`src/rtl/cursor_pos_ctrl_pkg.sv`:
```
`default_nettype none
// ----------------------------------------------------------------------------
// cursor_pos_ctrl_pkg : button indices, step/repeat types and BCD digit split
// Revision 1.0
// ----------------------------------------------------------------------------
package cursor_pos_ctrl_pkg;

  localparam int BTN_XP = 0;
  localparam int BTN_XM = 1;
  localparam int BTN_YP = 2;
  localparam int BTN_YM = 3;

  typedef enum logic [1:0] {
    STEP_NONE = 2'd0,
    STEP_INC  = 2'd1,
    STEP_DEC  = 2'd2
  } step_e;

  typedef enum logic [1:0] {
    REP_ST_IDLE  = 2'd0,
    REP_ST_FIRST = 2'd1,
    REP_ST_NEXT  = 2'd2
  } rep_state_e;

  // Opposing steps in the same cycle cancel out.
  function automatic step_e step_dir(input logic inc, input logic dec);
    if (inc && !dec) return STEP_INC;
    if (dec && !inc) return STEP_DEC;
    return STEP_NONE;
  endfunction

  // {tens, ones} for a value below 100, by repeated compare/subtract.
  function automatic logic [7:0] bcd_split(input logic [6:0] v);
    logic [6:0] rem;
    logic [3:0] tens;
    rem  = v;
    tens = 4'd0;
    for (int i = 0; i < 9; i++) begin
      if (rem >= 7'd10) begin
        rem  = rem - 7'd10;
        tens = tens + 4'd1;
      end
    end
    return {tens, 4'(rem)};
  endfunction

endpackage

`default_nettype wire

```
`src/rtl/btn_debounce_rep.sv`:
```
`default_nettype none
// ----------------------------------------------------------------------------
// btn_debounce_rep : synchroniser, debounce and press/hold-repeat step pulse
// Revision 1.0
// ----------------------------------------------------------------------------
module btn_debounce_rep
  import cursor_pos_ctrl_pkg::*;
#(
  parameter int DB_CYCLES = 500_000,
  parameter int REP_DELAY = 25_000_000,
  parameter int REP_RATE  = 5_000_000
) (
  input  logic clk,
  input  logic rst_n,
  input  logic btn_raw,
  output logic step
);

  localparam int DBW     = $clog2(DB_CYCLES + 1);
  localparam int REP_MAX = (REP_DELAY > REP_RATE) ? REP_DELAY : REP_RATE;
  localparam int RW      = $clog2(REP_MAX + 1);

  localparam logic [DBW-1:0] DB_LAST       = DBW'(DB_CYCLES - 1);
  localparam logic [RW-1:0]  REP_DELAY_CNT = RW'(REP_DELAY);
  localparam logic [RW-1:0]  REP_RATE_CNT  = RW'(REP_RATE);

  logic           sync_meta;
  logic           sync_q;
  logic           stable;
  logic [DBW-1:0] db_cnt;

  rep_state_e     rep_state;
  rep_state_e     rep_state_nxt;
  logic [RW-1:0]  rep_cnt;
  logic [RW-1:0]  rep_cnt_nxt;
  logic           press;
  logic           rep_fire;
  logic           step_q;

  // The level is accepted only after DB_CYCLES consecutive disagreeing samples.
  always_ff @(posedge clk or negedge rst_n) begin
    if (!rst_n) begin
      sync_meta <= 1'b0;
      sync_q    <= 1'b0;
      stable    <= 1'b0;
      db_cnt    <= '0;
    end else begin
      sync_meta <= btn_raw;
      sync_q    <= sync_meta;
      if (sync_q != stable) begin
        if (db_cnt == DB_LAST) begin
          stable <= sync_q;
          db_cnt <= '0;
        end else begin
          db_cnt <= db_cnt + 1'b1;
        end
      end else begin
        db_cnt <= '0;
      end
    end
  end

  always_ff @(posedge clk or negedge rst_n) begin
    if (!rst_n) begin
      rep_state <= REP_ST_IDLE;
      rep_cnt   <= '0;
      step_q    <= 1'b0;
    end else begin
      rep_state <= rep_state_nxt;
      rep_cnt   <= rep_cnt_nxt;
      step_q    <= press | rep_fire;
    end
  end

  // rep_cnt holds the number of cycles since the last event while held.
  always_comb begin
    rep_state_nxt = rep_state;
    rep_cnt_nxt   = rep_cnt;
    press         = 1'b0;
    rep_fire      = 1'b0;
    case (rep_state)
      REP_ST_IDLE: begin
        rep_cnt_nxt = '0;
        if (stable) begin
          press         = 1'b1;
          rep_state_nxt = REP_ST_FIRST;
          rep_cnt_nxt   = RW'(1);
        end
      end
      REP_ST_FIRST, REP_ST_NEXT: begin
        if (!stable) begin
          rep_state_nxt = REP_ST_IDLE;
          rep_cnt_nxt   = '0;
        end else if (rep_cnt == ((rep_state == REP_ST_FIRST) ? REP_DELAY_CNT : REP_RATE_CNT)) begin
          rep_fire      = 1'b1;
          rep_state_nxt = REP_ST_NEXT;
          rep_cnt_nxt   = RW'(1);
        end else begin
          rep_cnt_nxt = rep_cnt + 1'b1;
        end
      end
      default: begin
        rep_state_nxt = REP_ST_IDLE;
        rep_cnt_nxt   = '0;
      end
    endcase
  end

  assign step = step_q;

endmodule

`default_nettype wire

```
`src/rtl/cursor_pos_ctrl.sv`:
```
`default_nettype none
// ----------------------------------------------------------------------------
// cursor_pos_ctrl : button-driven (x,y) grid cursor with wrap/saturate and BCD
// Revision 1.0
// ----------------------------------------------------------------------------
module cursor_pos_ctrl
  import cursor_pos_ctrl_pkg::*;
#(
  parameter int COLS      = 32,
  parameter int ROWS      = 24,
  parameter int DB_CYCLES = 500_000,
  parameter int REP_DELAY = 25_000_000,
  parameter int REP_RATE  = 5_000_000,
  parameter int XW        = $clog2(COLS),
  parameter int YW        = $clog2(ROWS)
) (
  input  logic          clk,
  input  logic          rst_n,
  input  logic [3:0]    btn_in,
  input  logic          wrap_en,
  output logic [XW-1:0] x,
  output logic [YW-1:0] y,
  output logic [15:0]   bcd,
  output logic          moved
);

  localparam logic [XW-1:0] X_MAX = XW'(COLS - 1);
  localparam logic [YW-1:0] Y_MAX = YW'(ROWS - 1);

  logic [3:0]    step;
  step_e         x_dir;
  step_e         y_dir;
  logic [XW-1:0] x_nxt;
  logic [YW-1:0] y_nxt;
  logic [15:0]   bcd_nxt;
  logic          moved_nxt;

  for (genvar i = 0; i < 4; i++) begin : g_btn
    btn_debounce_rep #(
      .DB_CYCLES (DB_CYCLES),
      .REP_DELAY (REP_DELAY),
      .REP_RATE  (REP_RATE)
    ) u_btn (
      .clk     (clk),
      .rst_n   (rst_n),
      .btn_raw (btn_in[i]),
      .step    (step[i])
    );
  end

  always_comb begin
    x_dir = step_dir(step[BTN_XP], step[BTN_XM]);
    y_dir = step_dir(step[BTN_YP], step[BTN_YM]);
    x_nxt = x;
    y_nxt = y;

    case (x_dir)
      STEP_INC: x_nxt = (x == X_MAX) ? (wrap_en ? '0 : x) : x + 1'b1;
      STEP_DEC: x_nxt = (x == '0) ? (wrap_en ? X_MAX : x) : x - 1'b1;
      default:  x_nxt = x;
    endcase

    case (y_dir)
      STEP_INC: y_nxt = (y == Y_MAX) ? (wrap_en ? '0 : y) : y + 1'b1;
      STEP_DEC: y_nxt = (y == '0) ? (wrap_en ? Y_MAX : y) : y - 1'b1;
      default:  y_nxt = y;
    endcase

    // Built from the next values so the display never lags the position.
    bcd_nxt   = {bcd_split(7'(y_nxt)), bcd_split(7'(x_nxt))};
    moved_nxt = (x_nxt != x) || (y_nxt != y);
  end

  always_ff @(posedge clk or negedge rst_n) begin
    if (!rst_n) begin
      x     <= '0;
      y     <= '0;
      bcd   <= 16'h0000;
      moved <= 1'b0;
    end else begin
      x     <= x_nxt;
      y     <= y_nxt;
      bcd   <= bcd_nxt;
      moved <= moved_nxt;
    end
  end

endmodule

`default_nettype wire
```
`config.mk`:
```
export PLATFORM = sky130hd
export DESIGN_NAME = cursor_pos_ctrl
export DESIGN_NICKNAME = d
export VERILOG_FILES = /design/src/rtl/cursor_pos_ctrl_pkg.sv /design/src/rtl/btn_debounce_rep.sv /design/src/rtl/cursor_pos_ctrl.sv
export SDC_FILE = /design/constraint.sdc
export NUM_CORES = 1
export LEC_CHECK = 0
export ABC_AREA = 1
export ABC_CLOCK_PERIOD_IN_PS = 6800
export BUFFER_PORTS_ARGS = -buffer_cell sky130_fd_sc_hd__buf_2
export CORE_MARGIN = 3
export CORE_UTILIZATION = 35
export CTS_CLUSTER_SIZE = 10
export DETAILED_ROUTE_END_ITERATION = 10
export GPL_TIMING_DRIVEN = 0
export SYNTH_ARGS = -nofsm -noshare
export SYNTH_HDL_FRONTEND = slang
export SYNTH_SLANG_ARGS = --single-unit
```
`constraint.sdc`:
```
create_clock -name clk -period 6.8 [get_ports clk]
set_input_delay 0 -clock clk [delete_from_list [all_inputs] [get_ports clk]]
set_output_delay 0 -clock clk [all_outputs]
set_load 0.01 [all_outputs]
```
==> impl_metrics.ini, run 1 <==
[critical_path]
path_common_cell = nand2_2
crit_slowest_cell = dfrtp_2
endpoint_kind = register
max_stage_delay_ns = 0.45
worstPathMaxFanout = 5
cp.required_ns = 7.24
cp.arrival_ns = 7.04
start_kind = register
path_class = reg -> reg

[route]
wl_met3_um = 996
highest_layer = met4
wl_met1_um = 16200
via_count = 13600
wl_met2_um = 16700
first_iter_violations = 697
dr.pass1.iters = 5
postRouteAntennaNets = 0
drc = 0
wire_per_inst_um = 12.5
vias_per_cell = 4.91
routed_wirelength_um = 34500

[cells_and_area]
final_common_cell = nand2_1
ff_latch_area_um2 = 5640
antenna_cells = 0
nets = 2277
multiInputGateArea_um2 = 8730
syn_to_final_growth_pct = 22.9
fill_cells = 4123
final_util_pct = 43.9
layout_common_cells = nand2_1, inv_1, nor2_1, dfrtp_1, nand3_1
layout-drive-gt1-share_pct = 21.3
fin_area_um2 = 18500

[clock_network]
clk_pin_slew_ns = 0.06
clock_latency_ns = 0.55
htree_levels = 1
clockBufferDepth = 3
cts_tree = built
cts.sink_count = 225
numCtsBuffers = 28
root_buffer = clkbuf_16

[timing]
post-route-min-period_ns = 6.61
finalSetupViolations = 0
hold_violations = 0
period_share_pct = 97.1
fmax_ghz = 0.151
maxSlewViolCount = 0
clock_skew_ns = 0.0106
tightest_slew_ns = 0.672
fin_setup_tns_ns = 0
slew_headroom_pct = 54.8

[die]
boundaryPins = 34
dieArea_um2 = 45600
dieHeight_um = 214
rows = 75
core_area_um2 = 42200
start_util_pct = 35.7
die_w_um = 214

[power]
swShare_pct = 21.6
seqPwrFrac_pct = 48.3
p_switching_uw = 605
power_frac_clock_pct = 49.6
leakagePower_uw = 0.00849
power.total_uw = 2800
vdd_drop_max_v = 0.000198
combPwrFrac_pct = 2.2
power.density_nw_per_um2 = 151
cellInternalPower_uw = 2200

[grt]
antenna_found_initial = 0
grt_pass1_wl_um = 56700
grt_pass1_vias = 12700
grt-ovfl-total = 0
grt_max_degree = 90
grt_usage_pct = 14.4

[status]
outcome = completed

[place]
dp_hpwl_um = 23600
numPortBuffers = 33
globalplace.congestion = 0.834
place_area_um2 = 16000

[logic_synthesis]
yosysWarningCount = 0
synthArstFlopShare_pct = 100
ys.flop_type = dfrtp_1
synth_edf_count = 0
syn_inst = 2023
yosys.cell_types.count = 64
synth_fp_nets = 2093
yosysTopAreaCell = dfrtp_1
yosys-top-cells-area = dfrtp_1, nand2_1, inv_1
avgSynthCellArea_um2 = 7.45
synth_seq_area_share_pct = 37.3
synth.top_cell.area_share_pct = 37.3
synth-seq-cells = 225
synth_area_um2 = 15100

[run]
cap_violations = 0

[worst_hold_path]
hp-class = in -> reg
==> layout make-up <==
type	count	area share, %
inverters	356	7.35
clock buffers	39	4.28
multi-input cells	1426	47.1
well taps	539	3.64
repair buffers	154	6.37
clock inverters	3	0.230
flip-flops and latches	225	30.4
plain buffers	16	0.608
==> cell families (layout without fill, tap and decap cells) <==
family,count (synthesis),count (layout),synth area share (%)
DFF,225,225,37.3
xor gates and xnor gates,58,58,3.52
AOI/OAI and AO/OA,241,241,10.2
muxes,4,4,0.290
and+or+nand+nor,1060,1060,33.9
adders and majority gates,63,63,5.23
buffers and inverters,372,568,9.53
==> path summary, 6_finish.rpt <==
| check | startpoint | endpoint | slack, ns | cells past startpoint |
|---|---|---|---|---|
| min in group asynchronous | rst_n | bcd[12]$_DFF_PN0_ | 0.54 | 4 |
| setup / recovery | bcd[8]$_DFF_PN0_ | bcd[14]$_DFF_PN0_ | 0.19 | 51 |
| setup reg to reg | bcd[8]$_DFF_PN0_ | bcd[14]$_DFF_PN0_ | 0.19 | 51 |
| hold reg to reg | g_btn[1].u_btn.sync_meta$_DFF_PN0_ | g_btn[1].u_btn.sync_q$_DFF_PN0_ | 0.35 | 0 |
| hold / removal | btn_in[2] | g_btn[2].u_btn.sync_meta$_DFF_PN0_ | 0.09 | 2 |
| max in group asynchronous | rst_n | g_btn[2].u_btn.db_cnt[1]$_DFF_PN0_ | 5.42 | 5 |
==> state kept, by name (all words and copies together) (netlist names) <==
name,cells
g_btn.u_btn.rep_cnt,100
g_btn.u_btn.sync_meta,4
moved,1
g_btn.u_btn.db_cnt,76
g_btn.u_btn.stable,4
g_btn.u_btn.step,4
g_btn.u_btn.sync_q,4
x,4
y,4
g_btn.u_btn.rep_state,8
bcd,16
==> layer usage <==
metal  track usage, %  up-vias
met3             1.67       50
met5                0        -
met4             3.62        0
met2             25.1      157
met1             19.1     6376
li1                 -     6968
==> worst max-delay path, delay by kind of cell (launching register included) <==
kind	cells	cell delay [ns]
and+or+nand+nor	29	2.69
AOI/OAI and AO/OA	3	0.55
buffers and inverters	8	0.56
adders and majority gates	9	1.88
xor gates and xnor gates	2	0.38
DFF	1	0.45
==> through the flow <==
stage	hold WS [ns]	setup WS (ns)	std cells
4_1_cts	0.0616	0.000315	2669
5_1_grt	0.0937	-0.162	2758
3_3_place_gp	0.110	-0.640	2595
6_report	0.0940	0.194	2758
2_1_floorplan	-0.296	0.123	2023
3_5_place_dp	-0.0446	-0.722	2597
==> synth_stat cells (3+ instances only) <==
library cell  instances
nand3_2              11
o21a_1                9
xnor2_1               8
and3_1                4
buf_4                 4
clkbuf_1              8
o21ai_1              13
o22ai_1               8
nand4_1              70
ha_1                 63
xor2_1               47
inv_2                27
a21oi_2               4
nand3_4               5
nand2_4              18
a211oi_1              8
nor2_1              252
a21oi_4               8
nand2_1             387
nor3_1               57
nand3_1             125
a31oi_1              10
nor3b_1              26
nor2_2                9
o21ai_0              52
a21oi_1              89
inv_1               322
o41ai_1               5
nand3b_1              6
dfrtp_1             225
nand2_2              49
nor2_4                4
clkinv_1              3
nor4_1               31
o211ai_1              7
o21bai_1              7
mux2_2                3
inv_4                 4
==> power by group through the flow <==
stage          Sequential [uW]  Combinational, uW  Clock, uW
6_report                  1350               60.8       1390
5_1_grt                   1350               72.9       1500
4_1_cts                   1350               64.2       1450
3_5_place_dp              1380               59.2          0
3_3_place_gp              1380               53.7          0
2_1_floorplan             1380               18.5          0
==> repair_timing <==
item | CTS | global route
endpoints found under the hold margin | 144 | 0
hold buffers | 7 | 0
gates resized for setup | 44 | 164
endpoints found under the setup margin | 14 | 14
setup buffers | 23 | 89
pin swaps | 16 | 99
(Power assumes the default switching activity.)
==> run 2: changes to the inputs <==
--- a/config.mk
+++ b/config.mk
@@ -13,6 +13,8 @@
 export CTS_CLUSTER_SIZE = 10
 export DETAILED_ROUTE_END_ITERATION = 10
 export GPL_TIMING_DRIVEN = 0
+export REMOVE_ABC_BUFFERS = 1
+export SETUP_SLACK_MARGIN = 0.5
 export SYNTH_ARGS = -nofsm -noshare
 export SYNTH_HDL_FRONTEND = slang
 export SYNTH_SLANG_ARGS = --single-unit
==> run 2 against run 1 <==
  * The run now ends with negative hold slack left
  * Cell area increased by 2.2%
  * Die area unchanged
  * Combinational power fell by 4.1%
  * Clock skew rose by 0.0065 ns
  * Final cell count fell by 0.22%
  * Global-route usage is 0.16 points higher
  * Fmax grew 2.7%
  * First-iteration DRC count increased by 9.3%
  * Critical path depth is 2 lower
  * Critical path type unchanged
==> impl_metrics.ini, run 2 (synthesized netlist as in run 1, its figures left out) <==
[place]
dp.cells = 2582
pre_cts_ws_ns = -0.865
globalplace.congestion = 0.824
numPortBuffers = 33
dp_hpwl_um = 23100

[die]
rows = 75
dieHeight_um = 214
dieArea_um2 = 45600
core_area_um2 = 42200
start_util_pct = 35.7
boundaryPins = 34
die_w_um = 214

[critical_path]
crit_family = simple AND/OR/NAND/NOR gates
crit_slowest_cell = dfrtp_2
path_class = reg -> reg
cp.required_ns = 7.23
endpoint_kind = register
cp.arrival_ns = 6.86
path_common_cell = nand2_2
critPathBufInv = 8
start_kind = register
max_stage_delay_ns = 0.44
worstPathMaxFanout = 7
rrSetupSlack_ns = 0.37

[grt]
grt_pass1_wl_um = 57300
grt-ovfl-total = 0
grt_pass1_vias = 13000
grt_usage_pct = 14.6
grt_max_degree = 88
antenna_found_initial = 0

[clock_network]
clock_latency_ns = 0.55
numCtsBuffers = 28
clk_pin_slew_ns = 0.05
cts_tree = built
htree_levels = 1
clockBufferDepth = 3
cts.sink_count = 225
root_buffer = clkbuf_16

[route]
routed_wirelength_um = 34500
dr.pass1.iters = 5
via_count = 13700
drc = 0
first_iter_violations = 762
postRouteAntennaNets = 0
wire_per_inst_um = 12.5
vias_per_cell = 4.97

[power]
leakagePower_uw = 0.00863
vdd_drop_max_v = 0.000165
power.density_nw_per_um2 = 148
seqPwrFrac_pct = 48.1
swShare_pct = 21.2
p_switching_uw = 597
cellInternalPower_uw = 2220
power.total_uw = 2810
combPwrFrac_pct = 2.1
power_frac_clock_pct = 49.8

[timing]
fmax_ghz = 0.156
worst_slack_ns = 0.369
post-route-min-period_ns = 6.43
tightest_slew_ns = 0.767
fin_setup_tns_ns = 0
hold_violations = 10
slew_headroom_pct = 48.8
clock_skew_ns = 0.0171
finalSetupViolations = 0
period_share_pct = 94.6
maxSlewViolCount = 0
hold_slack_ns = -0.0200
rsz0062_at_grt = yes

[status]
violations = negative hold slack
outcome = complete, but fails checks

[cells_and_area]
syn_to_final_growth_pct = 25.6
nets = 2271
ff_latch_area_um2 = 5640
largest_register_ffs = 100
final_common_cell = nand2_1
top_regs = g_btn.u_btn.rep_cnt x100, g_btn.u_btn.db_cnt x76, bcd x16
fill_cells = 4054
multiInputGateArea_um2 = 9110
antenna_cells = 0
fin_cells = 2752
regMostFlops = g_btn.u_btn.rep_cnt
layout-drive-gt1-share_pct = 23.6
layout_common_cells = nand2_1, inv_1, nor2_1, dfrtp_1, buf_4

[run]
cap_violations = 0

[worst_hold_path]
hp-class = in -> async
[run 2: timing repair]
| item | in CTS | in global routing |
|---|---|---|
| setup endpoints to repair | 14 | 14 |
| resized for setup | 117 | 177 |
| hold endpoints to repair | 142 | 0 |
| pin swaps | 65 | 135 |
| cloned | 1 | 0 |
| setup buffers | 65 | 57 |
| hold buffers | 5 | 0 |
[run 2: cell type report]
class | count | area share, %
Clock buffer | 39 | 4.29
Sequential cell | 225 | 29.8
Tap cell | 539 | 3.56
Timing Repair Buffer | 163 | 6.69
Multi-Input combinational cell | 1426 | 48.1
Inverter | 356 | 7.31
Timing Repair inverter | 1 | 0.0396
Clock inverter | 3 | 0.211
[run 2: layer usage]
metal	global-route usage, %	vias up	share of wire, %
met3	2.08	51	3.6
met4	3.37	0	1.6
met1	18.5	6481	45
met2	26.3	190	50
li1	-	6961	-
met5	0	-	0
[run 2: stage by stage]
stage	instance area (um^2)	utilization [%]	hold slack, ns
6_report	18900	44.9	-0.0200
5_1_grt	18900	44.9	0.0372
4_1_cts	17700	42.0	0.000838
3_5_place_dp	15900	37.7	-0.00353
3_3_place_gp	15800	37.5	0.112
2_1_floorplan	15000	-	-0.296
[run 2: power groups by stage]
stage                     combinational, uW  sequential (uW)  clock [uW]
after floorplan                        18.3             1380           0
after global placement                 53.6             1380           0
after detailed placement               59.2             1380           0
after CTS                              61.7             1350        1450
after global routing                   69.4             1350        1510
final                                  58.3             1350        1400
[run 2: final timing paths]
| path | from | endpoint | cells after the start |
|---|---|---|---|
| min in group clk | btn_in[1] | g_btn[1].u_btn.sync_meta$_DFF_PN0_ | 2 |
| max | y[1]$_DFF_PN0_ | bcd[14]$_DFF_PN0_ | 49 |
| min | rst_n | g_btn[2].u_btn.rep_cnt[9]$_DFF_PN0_ | 2 |
| min reg2reg | g_btn[1].u_btn.sync_meta$_DFF_PN0_ | g_btn[1].u_btn.sync_q$_DFF_PN0_ | 0 |
| max reg2reg | y[1]$_DFF_PN0_ | bcd[14]$_DFF_PN0_ | 49 |
| max in group asynchronous | rst_n | bcd[5]$_DFF_PN0_ | 4 |
